[src/rtl/cpu_exu_seq.sv]
// Execution-stage sequencer: latches one op, holds cpu_exu inputs for the
// op-class latency, captures the result and offers it to writeback.
module cpu_exu_seq #(
   parameter int unsigned INT_LAT   = 1,
   parameter int unsigned FP_LAT    = 2,
   parameter int unsigned FPDIV_LAT = 12,
   parameter logic [4:0]  ALU_FDIV  = 5'd12,
   parameter logic [4:0]  ALU_FSQRT = 5'd13
) (
   input  logic        clk,
   input  logic        rst,
   input  logic        flush_in,
   input  logic        req_valid,
   output logic        req_ready,
   input  logic [1:0]  req_fp_ctrl,
   input  logic [4:0]  req_alu_ctrl,
   input  logic [63:0] req_in1,
   input  logic [63:0] req_in2,
   input  logic [63:0] req_in3,
   output logic [1:0]  exu_fp_ctrl,
   output logic [4:0]  exu_alu_ctrl,
   output logic [63:0] exu_in1,
   output logic [63:0] exu_in2,
   output logic [63:0] exu_in3,
   output logic        exu_wait,
   output logic        exu_flush,
   input  logic [63:0] exu_out,
   output logic        res_valid,
   input  logic        res_ready,
   output logic [63:0] res_data,
   output logic [31:0] op_count
);

   typedef enum logic [1:0] {
      IDLE,
      EXEC,
      WB,
      DONE
   } state_t;

   localparam logic [7:0] INT_M1   = 8'(INT_LAT - 1);
   localparam logic [7:0] FP_M1    = 8'(FP_LAT - 1);
   localparam logic [7:0] FPDIV_M1 = 8'(FPDIV_LAT - 1);

   state_t      state_q;
   logic [7:0]  cnt_q;
   logic [1:0]  fp_q;
   logic [4:0]  alu_q;
   logic [63:0] in1_q;
   logic [63:0] in2_q;
   logic [63:0] in3_q;
   logic        wait_q;
   logic        rv_q;
   logic [63:0] data_q;
   logic [31:0] op_count_q;
   logic [7:0]  lat_d;
   logic        is_fp;
   logic        is_div;

   assign is_fp  = (req_fp_ctrl == 2'b01) || (req_fp_ctrl == 2'b10);
   assign is_div = (req_alu_ctrl == ALU_FDIV) || (req_alu_ctrl == ALU_FSQRT);

   // Illegal fp_ctrl (11) takes the integer latency.
   always_comb begin
      lat_d = INT_M1;
      if (is_fp && is_div) begin
         lat_d = FPDIV_M1;
      end else if (is_fp) begin
         lat_d = FP_M1;
      end
   end

   assign req_ready    = (state_q == IDLE) && !flush_in;
   assign exu_flush    = flush_in;
   assign exu_fp_ctrl  = fp_q;
   assign exu_alu_ctrl = alu_q;
   assign exu_in1      = in1_q;
   assign exu_in2      = in2_q;
   assign exu_in3      = in3_q;
   assign exu_wait     = wait_q;
   assign res_valid    = rv_q;
   assign res_data     = data_q;
   assign op_count     = op_count_q;

   always_ff @(posedge clk or posedge rst) begin
      if (rst) begin
         state_q    <= IDLE;
         cnt_q      <= '0;
         fp_q       <= '0;
         alu_q      <= '0;
         in1_q      <= '0;
         in2_q      <= '0;
         in3_q      <= '0;
         wait_q     <= 1'b1;
         rv_q       <= 1'b0;
         data_q     <= '0;
         op_count_q <= '0;
      end else if (flush_in) begin
         state_q <= IDLE;
         cnt_q   <= '0;
         wait_q  <= 1'b1;
         rv_q    <= 1'b0;
      end else begin
         unique case (state_q)
            IDLE: begin
               if (req_valid) begin
                  fp_q    <= req_fp_ctrl;
                  alu_q   <= req_alu_ctrl;
                  in1_q   <= req_in1;
                  in2_q   <= req_in2;
                  in3_q   <= req_in3;
                  cnt_q   <= lat_d;
                  wait_q  <= 1'b0;
                  state_q <= EXEC;
               end
            end
            EXEC: begin
               if (cnt_q != 8'd0) begin
                  cnt_q <= cnt_q - 8'd1;
               end else begin
                  state_q <= WB;
               end
            end
            WB: begin
               data_q  <= exu_out;
               rv_q    <= 1'b1;
               wait_q  <= 1'b1;
               state_q <= DONE;
            end
            DONE: begin
               if (res_ready) begin
                  rv_q       <= 1'b0;
                  op_count_q <= op_count_q + 32'd1;
                  state_q    <= IDLE;
               end
            end
            default: state_q <= IDLE;
         endcase
      end
   end

endmodule

[config.mk]
export PLATFORM = sky130hd
export DESIGN_NAME = cpu_exu_seq
export DESIGN_NICKNAME = d
export VERILOG_FILES = /design/src/rtl/cpu_exu_seq.sv
export SDC_FILE = /design/constraint.sdc
export NUM_CORES = 1
export LEC_CHECK = 0
export ABC_AREA = 1
export ABC_CLOCK_PERIOD_IN_PS = 13350
export CAP_MARGIN = 5
export CORE_AREA = 2 2 218 220
export CTS_CLUSTER_SIZE = 24
export DETAILED_ROUTE_END_ITERATION = 16
export DIE_AREA = 0 0 220 222
export HOLD_SLACK_MARGIN = 0.02
export SYNTH_ARGS = -nofsm -noshare
export SYNTH_HDL_FRONTEND = slang
export SYNTH_SLANG_ARGS = --single-unit
export TNS_END_PERCENT = 5
[constraint.sdc]
create_clock -name clk -period 13.35 [get_ports clk]
set_input_delay 3.3375 -clock clk [delete_from_list [all_inputs] [get_ports clk]]
set_output_delay 3.3375 -clock clk [all_outputs]
set_load 0.1 [all_outputs]
==> results.toml, run 1 <==
[status]
status = "finished clean"

[timing]
max_slew_margin_pct = 23.2
fin_tns_setup_ns = 0
hold_slack_ns = 0.485
worstMarginPinSlew_ns = 1.15
rsz0062_at_grt = "no"
hold_viol_final = 0
fin_crit_ns = 8.85
slew_violations = 0
finalCritPeriodShare_pct = 66.3
fin_skew_ns = 0.0122
final-setup-viol-count = 0
max_freq_ghz = 0.113

[die]
rows = 79
start_util_pct = 28.2
die_h_um = 222
pin_count = 567
die-width_um = 220
die_area_um2 = 48800
core_um2 = 46300

[global_routing]
overflow = 0
antenna_found_initial = 3
grt_pass1_wl_um = 59300
grt_max_degree = 108
grtUsageTotal_pct = 15.8
grt_pass1_vias = 9594

[clock_tree]
cts.sinks = 307
cts_resized = 0
clkLatencyLatePin_ns = 0.54
clockBufferDepth = 3
cts_tree = "done"
cts-root-buf = "clkbuf_16"
cts_made_buffers = 38
ctsHoldBuffers = 0
cts.htree.levels = 2
post_cts_buffers = 0
path_clk_slew_ns = 0.06

[critical_path]
worstSetupPathType = "in2out"
worstPathMaxFanout = 10
critPathArrivalTime_ns = 5.51
slowest_delay_ns = 1.24
worst_setup_path_start_kind = "input pin"
timing.critical_path.mode_cell = "clkdlybuf4s50_1"
path_cells = "clkdlybuf4s50_1 > nor2_4 > clkdlybuf4s50_1"
crit_path_top_delay_cell = "clkdlybuf4s50_1"
required_ns = 10.01
cp-end-kind = "output pin"

[cells_and_area]
area_growth_pct = 57.2
stdcell_count = 2138
final_nets = 1774
drive_above_1_share_pct = 22.1
stdcell_area_um2 = 20500

[detailed_routing]
drc = 0
dr.pass1.iters = 4
num_vias = 9136
vias_per_cell = 4.27
antenna_left = 0
routedWlPerCell_um = 18.5
first_iter_violations = 454
wirelength_um = 39500

[flow_run]
drv_cap = 0

[yosys]
avgSynthCellArea_um2 = 14.2
ys_types = 25
netlist_area_um2 = 13000
synthCells = 917
yosys.area.top_type = "dfrtp_1"
synth_area_leaders = "dfrtp_1, mux2_4, mux2_2"
synth_fp_nets = 1192
synth_seq_cells = 307
ys_seq_area_share_pct = 59.0
synth_top_area_share_pct = 58.8
ys_warn_count = 0

[placement]
dp_hpwl_um = 29300
portBuffers = 566
gp_routability_congestion = 0.837
postPlaceCellArea_um2 = 19200
dp_cells = 2066

[worst_hold_path]
hold_class = "reg2reg"
-- area by class of cell --
| class | instances | area [um^2] |
|---|---|---|
| clock buffers | 63 | 1200 |
| diodes | 3 | 7.51 |
| repair buffers | 572 | 5710 |
| fillers | 4254 | 25800 |
| multi-input cells | 528 | 4880 |
| inverters | 52 | 204 |
| clock inverters | 6 | 40.0 |
| flip-flops and latches | 307 | 7680 |
| well taps | 607 | 759 |
-- cells by family (layout without fill, tap and decap cells) --
| logic type | Yosys count | in the layout | synth area share [%] |
|---|---|---|---|
| AOI/OAI and AO/OA | 16 | 16 | 0.614 |
| xor gates and xnor gates | 24 | 24 | 1.61 |
| adders and majority gates | 7 | 7 | 0.672 |
| buffers and inverters | 82 | 693 | 3.71 |
| DFF | 307 | 307 | 59.0 |
| muxes | 259 | 259 | 27.0 |
| other | 0 | 3 | 0 |
| and+or+nand+nor | 222 | 222 | 7.39 |
-- worst max-delay path, delay by kind of cell --
family / cells / cell delay, ns
buf+inv: 2 / 1.89
simple gates: 1 / 0.28
-- synthesized netlist by cell type --
master / instances
and2_1: 1
clkinv_2: 1
nor2_4: 4
nand2_2: 3
nand3_1: 20
dfrtp_1: 306
xnor2_1: 8
nor2_1: 44
dfstp_2: 1
mux2_2: 97
buf_4: 7
nor2_2: 3
nand2_1: 130
buf_6: 19
inv_1: 51
o21ai_1: 1
a21oi_1: 1
o21ai_0: 14
xor2_1: 16
mux2_4: 162
ha_1: 7
buf_2: 4
nand4_1: 9
nand3_4: 2
nor3_1: 6
-- path summary, 6_finish.rpt --
path	start	end	slack, ns	depth (start not counted)
worst max-delay path	flush_in	req_ready	4.50	3
worst min-delay path	exu_alu_ctrl[1]	exu_alu_ctrl[1]	0.48	2
worst max register to register	state_q[0]	exu_in2[30]	10.16	7
worst min register to register	exu_alu_ctrl[1]	exu_alu_ctrl[1]	0.48	2
max in group asynchronous	rst	res_data[19]	7.71	4
min in group asynchronous	rst	exu_in2[51]	3.29	2
-- sequential cells by signal, summed over array words and instances, names as in the netlist --
| register | count |
|---|---|
| cnt_q | 8 |
| exu_in3 | 64 |
| op_count | 32 |
| exu_in2 | 64 |
| res_valid | 1 |
| state_q | 2 |
| exu_fp_ctrl | 2 |
| exu_alu_ctrl | 5 |
| exu_in1 | 64 |
| exu_wait | 1 |
| res_data | 64 |
-- cell usage in the layout (no fill, tap or decap), drive strengths merged --
master	n
buf	6
a21oi	1
ha	7
clkinvlp	1
xnor2	8
diode	3
nand2	133
inv	52
nor3	6
mux2	259
dfstp	1
nand4	9
and2	1
clkinv	5
o21ai	15
clkbuf	63
clkdlybuf4s50	566
nor2	51
nand3	22
xor2	16
dfrtp	306
-- per-layer routing --
| layer | wire (um) | up-vias | track usage [%] | share of wire [%] |
|---|---|---|---|---|
| li1 | - | 4219 | - | - |
| met1 | 15000 | 4541 | 18.0 | 38 |
| met2 | 20000 | 308 | 27.4 | 51 |
| met3 | 3170 | 68 | 4.71 | 8.0 |
| met4 | 1260 | 0 | 6.45 | 3.2 |
| met5 | 0 | - | 0 | 0 |
-- per-stage QoR --
step,utilization (%),setup slack (ns)
global route,44.3,4.44
CTS,44.3,4.48
detailed placement,41.6,4.49
finish,44.3,4.50
global placement,41.6,4.50
floorplan,-,1.53
Power of run 1 is left out: the tool's default activity adds up to more than one toggle a clock period on the data nets, which glitch-free logic cannot reach.
==> run 2, diff against run 1 <==
- ABC_CLOCK_PERIOD_IN_PS: 13350 -> 7200
- clock period: 13.35 -> 7.2 ns (I/O delays scaled with it)
==> run 2 against run 1 <==
Via count is 0.48% lower. Utilization rose by 0.17 points. Setup slack worse by 2.9 ns. Die area did not move. Register-to-register slack worse by 5.8 ns. Global-route usage is 0.069 points higher. Final cell count fell by 0.33%. Sequential share of layout area decreased by 0.14 points. Clock skew grew 0.0048 ns. Highest routed layer unchanged.
==> results.toml, run 2 (synthesis results as in run 1) <==
[critical_path]
cpLargestDelayFamily = "buffers and inverters"
critPathBufInv = 2
worstPathMaxFanout = 10
required_ns = 5.40
worstSetupPathType = "in2out"
reg2reg_to = "exu_in3[59]"
cp-end-kind = "output pin"
critPathArrivalTime_ns = 3.82
ff2ff_path_depth = 7
crit_path_top_delay_cell = "clkdlybuf4s50_1"
r2r-start = "state_q[0]"
path_cells = "clkdlybuf4s50_1 > clkdlybuf4s50_1"
slowest_delay_ns = 1.23
timing.critical_path.mode_cell = "clkdlybuf4s50_1"
ff2ff_setup_slack_ns = 4.33
worst_setup_path_start_kind = "input pin"

[detailed_routing]
wirelength_um = 39700
first_iter_violations = 441
drc = 0
dr.pass1.iters = 4
vias_per_cell = 4.27
num_vias = 9092
antenna_left = 0
routedWlPerCell_um = 18.6

[global_routing]
grt_max_degree = 168
overflow = 0
grtUsageTotal_pct = 15.9
grt_pass1_vias = 9636
antenna_found_initial = 1
grt_pass1_wl_um = 59300

[timing]
slew_violations = 0
finalCritPeriodShare_pct = 78.0
worstMarginPinSlew_ns = 1.16
hold_slack_ns = 0.486
fin_tns_setup_ns = 0
fin_crit_ns = 5.62
final-setup-viol-count = 0
max_freq_ghz = 0.178
fin_skew_ns = 0.0170
max_slew_margin_pct = 22.6
hold_viol_final = 0
rsz0062_at_grt = "no"

[placement]
gp_routability_congestion = 0.813
dp_hpwl_um = 29200
postPlaceCellArea_um2 = 19300
dp_cells = 2065
portBuffers = 566

[cells_and_area]
final_common_cell = "clkdlybuf4s50_1"
multi_input_area_um2 = 4880
stdcell_count = 2131
fillers = 4252
seq_area_um2 = 7680
drive_above_1_share_pct = 22.2
area_growth_pct = 57.7
layout_common_cells = "clkdlybuf4s50_1, dfrtp_1, mux2_4"
stdcell_area_um2 = 20600
final_nets = 1771

[die]
rows = 79
start_util_pct = 28.2
core_um2 = 46300
die_h_um = 222
die_area_um2 = 48800
die-width_um = 220
pin_count = 567

[worst_hold_path]
hold_start = "exu_alu_ctrl[1]"
hold_end = "exu_alu_ctrl[1]"
hold_class = "reg2reg"
worstHoldPathCells = 2

[clock_tree]
cts_made_buffers = 36
ctsHoldBuffers = 0
clockBufferDepth = 3
post_cts_buffers = 0
path_clk_slew_ns = 0.06
clkLatencyLatePin_ns = 0.54
cts_resized = 0
cts-root-buf = "clkbuf_16"
cts_tree = "done"
cts.htree.levels = 2
cts.sinks = 307

[flow_run]
drv_cap = 0

[status]
status = "finished clean"
## run 2: cell count changes in the layout (fill, tap and decap cells not counted)
cell / change
clkbuf_8: -1
clkinv_2: -1
buf_12: +3
inv_8: -1
bufinv_16: +5
diode_2: -2
clkbuf_16: -2
buf_4: -3
clkbuf_1: -4
inv_6: +1
clkdlybuf4s50_1: -1
clkinv_4: -1
## run 2: metrics by stage
stage | utilization (%) | setup slack [ns]
after floorplan | - | 1.32
after global placement | 41.6 | 1.60
after detailed placement | 41.6 | 1.58
after CTS | 44.4 | 1.58
after global routing | 44.4 | 1.52
final | 44.4 | 1.58
## run 2: worst max path at each step
stage,end,start,slack (ns),cells past startpoint
finish,exu_flush,flush_in,1.58,2
global route,exu_flush,flush_in,1.52,2
detailed placement,exu_flush,flush_in,1.58,2
CTS,exu_flush,flush_in,1.58,2
global placement,exu_flush,flush_in,1.60,2
floorplan,cnt_q[0],rst,1.32,1
## run 2: layer usage
layer	global-route usage, %	wire [um]	vias to the layer above
met1	18.5	15500	4469
met4	6.21	1280	0
met2	27.4	19900	319
li1	-	-	4230
met3	4.44	3070	74
met5	0	0	-
## run 2: worst min-delay path: stages (launching register included)
cell and delay, ns:
dfrtp_1 0.34, nand2_1 0.05, o21ai_0 0.06
## run 2: layout make-up
class,instances,share of cell area (%)
Clock buffer,56,5.43
Antenna cell,1,0.0122
Sequential cell,307,37.4
Multi-Input combinational cell,528,23.7
Clock inverter,9,0.864
Timing Repair Buffer,571,27.9
Tap cell,607,3.69
Inverter,52,0.974
Power of run 2 is left out for the same reason.
==> run 3, diff against run 2 <==
- ABC_CLOCK_PERIOD_IN_PS: 7200 -> 4500
- clock period: 7.2 -> 4.5 ns (I/O delays scaled with it)
==> run 3 against run 2 <==
Sequential share of layout area is 0.089 points lower. First-iteration DRC count is 26% lower. Setup slack worse by 0.55 ns. Wire length is 1.3% higher. Final cell count is 0.80% higher. Critical path depth is 1 higher.
==> results.toml, run 3 (synthesis results as in run 1) <==
[die]
rows = 79
core_um2 = 46300
start_util_pct = 28.2
die_area_um2 = 48800
die-width_um = 220
die_h_um = 222
pin_count = 567

[cells_and_area]
area_growth_pct = 58.1
final_common_cell = "clkdlybuf4s50_1"
drive_above_1_share_pct = 22.5
final_nets = 1787
layout_common_cells = "clkdlybuf4s50_1, dfrtp_1, mux2_4"

[timing]
setup_slack_ns = 1.04
final-setup-viol-count = 0
fin_skew_ns = 0.00935
slew_violations = 0
fin_crit_ns = 3.46
worstMarginPinSlew_ns = 1.14
hold_viol_final = 0
max_slew_margin_pct = 24.0
max_freq_ghz = 0.289
finalCritPeriodShare_pct = 77.0
rsz0062_at_grt = "no"

[detailed_routing]
drc = 0
num_vias = 9274
routedWlPerCell_um = 18.7
wl_met3_um = 3090
antenna_left = 0
wirelength_um = 40200
vias_per_cell = 4.32
dr.pass1.iters = 4
wl_met2_um = 20700
first_iter_violations = 328
top_layer = "met4"
wl_met1_um = 15300

[critical_path]
worstPathMaxFanout = 10
worstSetupPathType = "in2out"
r2r-start = "state_q[0]"
cp-end-kind = "output pin"
ff2ff_path_depth = 7
critPathArrivalTime_ns = 2.34
reg2reg_to = "exu_in3[43]"
ff2ff_setup_slack_ns = 2.23
worst_setup_path_start_kind = "input pin"
required_ns = 3.38

[worst_hold_path]
worstHoldPathCells = 2
hold_class = "reg2reg"
hold_start = "exu_alu_ctrl[1]"
hold_end = "exu_alu_ctrl[1]"

[flow_run]
drv_cap = 0

[placement]
place_ws_ns = 1.02
portBuffers = 566
gp_routability_congestion = 0.826
dp_hpwl_um = 30400

[global_routing]
overflow = 0
antenna_found_initial = 3
grt_max_degree = 89
grt_pass1_vias = 9864
grt_pass1_wl_um = 60300
grtUsageTotal_pct = 16.2

[status]
status = "finished clean"

[clock_tree]
ctsHoldBuffers = 0
cts_resized = 0
path_clk_slew_ns = 0.05
cts-root-buf = "clkbuf_16"
clockBufferDepth = 3
post_cts_buffers = 0
cts.htree.levels = 2
cts.sinks = 307
cts_made_buffers = 37
cts_tree = "done"
clkLatencyLatePin_ns = 0.55
-- run 3: cell count changes in the layout (fill, tap and decap cells not counted), sizes merged, moves of 2 or more --
cell    before  now
bufinv       5    2
diode        1    3
clkinv       3    9
buf          6   22
clkbuf      56   54
-- run 3: cell type report --
class,count,area [um^2]
Multi-Input combinational cell,528,4880
Timing Repair Buffer,586,5940
Inverter,52,200
Clock inverter,11,131
Clock buffer,54,1010
Antenna cell,3,7.51
Sequential cell,307,7680
Fill cell,4289,25700
Tap cell,607,759
-- run 3: worst max path at each step --
stage                  start        end  slack [ns]  depth (start not counted)
floorplan                rst   cnt_q[0]       -0.71                          1
global placement    flush_in  req_ready        1.03                          3
detailed placement  flush_in  req_ready        1.02                          3
CTS                 exu_wait   exu_wait        0.99                          1
global route        flush_in  req_ready        0.97                          3
finish              flush_in  req_ready        1.04                          3
-- run 3: critical path, cell delays in order --
cell and delay, ns:
clkdlybuf4s50_1 0.66, nor2_4 0.33, buf_12 0.21
-- run 3: stage by stage --
step	util (%)	std cells	area, um^2	TNS (ns)	hold slack [ns]
finish	44.5	2148	20600	0	0.490
floorplan	-	917	13000	-217.00	0.475
global placement	42.1	2080	19500	0	0.471
CTS	44.5	2145	20600	0	0.497
detailed placement	42.1	2080	19500	0	0.483
global route	44.5	2148	20600	0	0.513
-- run 3: routing by layer --
metal | GRT usage, % | vias up
li1 | - | 4260
met1 | 18.5 | 4638
met2 | 28.3 | 308
met3 | 4.62 | 68
met4 | 6.26 | 0
met5 | 0 | -
Power of run 3 is left out for the same reason.
==> RTL change (config.mk and constraints of run 2) <==
Put one more register stage on the output `op_count`, with the module's reset. The value now appears one clock later. The other outputs are not delayed to match.
--- a/src/rtl/cpu_exu_seq.sv
+++ b/src/rtl/cpu_exu_seq.sv
@@ -81,5 +81,11 @@
    assign res_valid    = rv_q;
    assign res_data     = data_q;
-   assign op_count     = op_count_q;
+   always_ff @(posedge clk or posedge rst) begin
+      if (rst) begin
+         op_count <= '0;
+      end else begin
+         op_count <= op_count_q;
+      end
+   end
 
    always_ff @(posedge clk or posedge rst) begin
Function: same outputs for any inputs over 4 cycles, from zero or initial values and one cycle with rst high; that may be too few to reach the edited logic, so the function may still have changed.
==> RTL change against run 2 <==
Design area is 3.0% higher. Critical endpoint is now req_ready. Highest routed layer is now met5. Sequential cell count rose by 32. Register-to-register slack hardly changed. Routed wire length up 3.2%. Area after synthesis is 4.6% higher. Worst setup slack worse by 160 ps.
Power is left out: the tool's default activity adds up to more than one toggle a clock period on the data nets, which glitch-free logic cannot reach.
==> RTL change: results (changes against run 2) <==
The flow ran to the end, and the final reports show no timing, DRC or antenna violations. The slew at the pin closest to its max-slew limit was 1130 ps (-31.0 ps); the maximum level of the CTS H-tree was 2 (unchanged). Worst flop-to-flop path startpoint: state_q[0]$_DFFE_PP0P_. The synthesized net count came out at 1212 (+1.7%). In this run the clock root is driven by a sky130_fd_sc_hd__clkbuf_16. In the synthesized netlist, the cells that appear most often are 338 x sky130_fd_sc_hd__dfrtp_1, 147 x sky130_fd_sc_hd__mux2_2, 117 x sky130_fd_sc_hd__nand2_1.

The capture instance of the worst register-to-register path was exu_in3[20]$_DFFE_PP0P_. The number of global-route vias before repair is 9779 (+1.5%). The number of gates given a new drive strength after cts is 0 (unchanged). The number of setup buffers added after CTS is 0 (unchanged), and the wire length of the first global-routing pass is 60800 um (+2.5%).

The cell count of the worst reg-to-reg path came out at 7 (unchanged). The met3 wirelength from detailed routing is 3750 um (+22%), and the total of warnings raised by yosys is 0 (unchanged). The cell depth of the worst hold path is 0 (-2). The worst hold path begins at op_count_q[2]$_DFFE_PP0P_. The met2 wire length is 21000 um (+5.6%), and the top fanout value on the critical path is 10 (unchanged).

The global-route total usage across every layer is 16.4% (+0.47 points), and the worst reg-to-reg setup slack is 4330 ps (about the same). The maximum number of buffers from clock root to sink came out at 3 (unchanged). The data arrival at the endpoint of the critical path came out at 3970 ps (+150 ps).

The number of flops mapped to enable cells by yosys is 0 (unchanged), and the number of nets in the layout is 1794 (+1.3%). Routed signal wires occupy layers up through met5. The sequential share of the synthesized area was 62.2% (+3.3 points). The most used flip-flop cell after synthesis is sky130_fd_sc_hd__dfrtp_1.

The hold-critical path endpoint is op_count[2]$_DFF_PP0_. The detailed-routing wirelength on met1 was 15300 um (-1.3%); the detailed placement HPWL was 30300 um (+3.5%). Largest clock skew in the final design: 20.0 ps (+3.02 ps).

The tools report the total length of routed wires as 41000 um (+3.2%). The logs give 4 (+3) for the initial antenna violation count and 0.798 (-1.8%) for the last weighted congestion value of the routability-driven placer. Sorting the synthesized cells by area gives the leading types as sky130_fd_sc_hd__dfrtp_1 62%, sky130_fd_sc_hd__mux2_2 12%, sky130_fd_sc_hd__mux2_4 12%, sky130_fd_sc_hd__nand2_1 3.2%, sky130_fd_sc_hd__buf_6 1.3%.

The largest net degree at the start of global routing is 150 (-11%), and the clock latency on the worst-skew pair is 550 ps. The quantity of I/O buffers inserted on ports is 566 (unchanged). The run gives 9331 (+2.6%) as the vias after detailed routing. The count of cell types in the netlist is 31 (+24%).

The async set-reset flop share out of synthesis was 100% (unchanged). The run gives 41 (+14%) as the number of CTS-inserted buffers. The tightest min-delay check is of the register to register type. After clock tree synthesis, the clock-pin slew on the worst setup and hold paths is 50 ps. Cell family contributing the most delay on the critical path: buffers and inverters. The tools report the violation count after the first detailed-route iteration as 625 (+42%). Highest cell delay on the worst timing path: 1210 ps (-20 ps). The run gives 4 (unchanged) as the number of detailed-route iterations in the first pass. The slowest cell on the critical path was sky130_fd_sc_hd__clkdlybuf4s50_1. The share of post-route cells with drive strength above 1 was 21.8% (-0.36 points).
RTL change: worst register-to-register path, delay by kind of cell (launching register included):
kind / cells / cell delay, ps
buf+inv: 3 / 850
mux: 1 / 490
flops: 1 / 410
fa+ha+maj: 1 / 220
simple gates: 2 / 780
RTL change: layout make-up:
cell class	instances	area (um2)
clock buffer	64	1240
antenna	3	7.51
fill	4170	25100
multi-input combinational	526	4730
timing repair buffer	571	5740
tap	607	759
clock inverter	8	50.0
inverter	40	156
sequential	339	8480
RTL change: how the worst max path moves through the flow:
stage | slack (ps) | depth (start not counted) | endpoint | startpoint
detailed placement | 1370 | 3 | req_ready | flush_in
CTS | 1370 | 3 | req_ready | flush_in
floorplan | 870 | 1 | cnt_q[0]$_DFFE_PP0P_ | rst
global placement | 1390 | 3 | req_ready | flush_in
global route | 1340 | 3 | req_ready | flush_in
finish | 1430 | 3 | req_ready | flush_in
RTL change: metal layers:
metal	vias to the layer above	track usage, %
li1	4330	-
met1	4612	17.8
met2	327	29.2
met3	60	5.90
met4	2	5.28
met5	-	0
RTL change: cell families (layout without fill, tap and decap cells):
kind of cell / after synthesis / after routing / synth area share [%]
compound gates: 16 / 16 / 0.606
simple gates: 219 / 219 / 7.30
other cells: 0 / 3 / 0
mux: 263 / 263 / 24.7
buf+inv: 72 / 683 / 3.16
flops: 339 / 339 / 62.2
xor+xnor: 21 / 21 / 1.35
fa+ha+maj: 7 / 7 / 0.642
RTL change: per-stage QoR:
step                std cells  area [um2]  hold slack [ps]  setup WS (ps)  util (%)
floorplan                 937       13600              394            868         -
global placement         2083       19900              413           1390      43.0
detailed placement       2083       19900              419           1370      43.0
CTS                      2155       21200              430           1370      45.8
global route             2157       21200              445           1340      45.8
finish                   2158       21200              429           1430      45.8
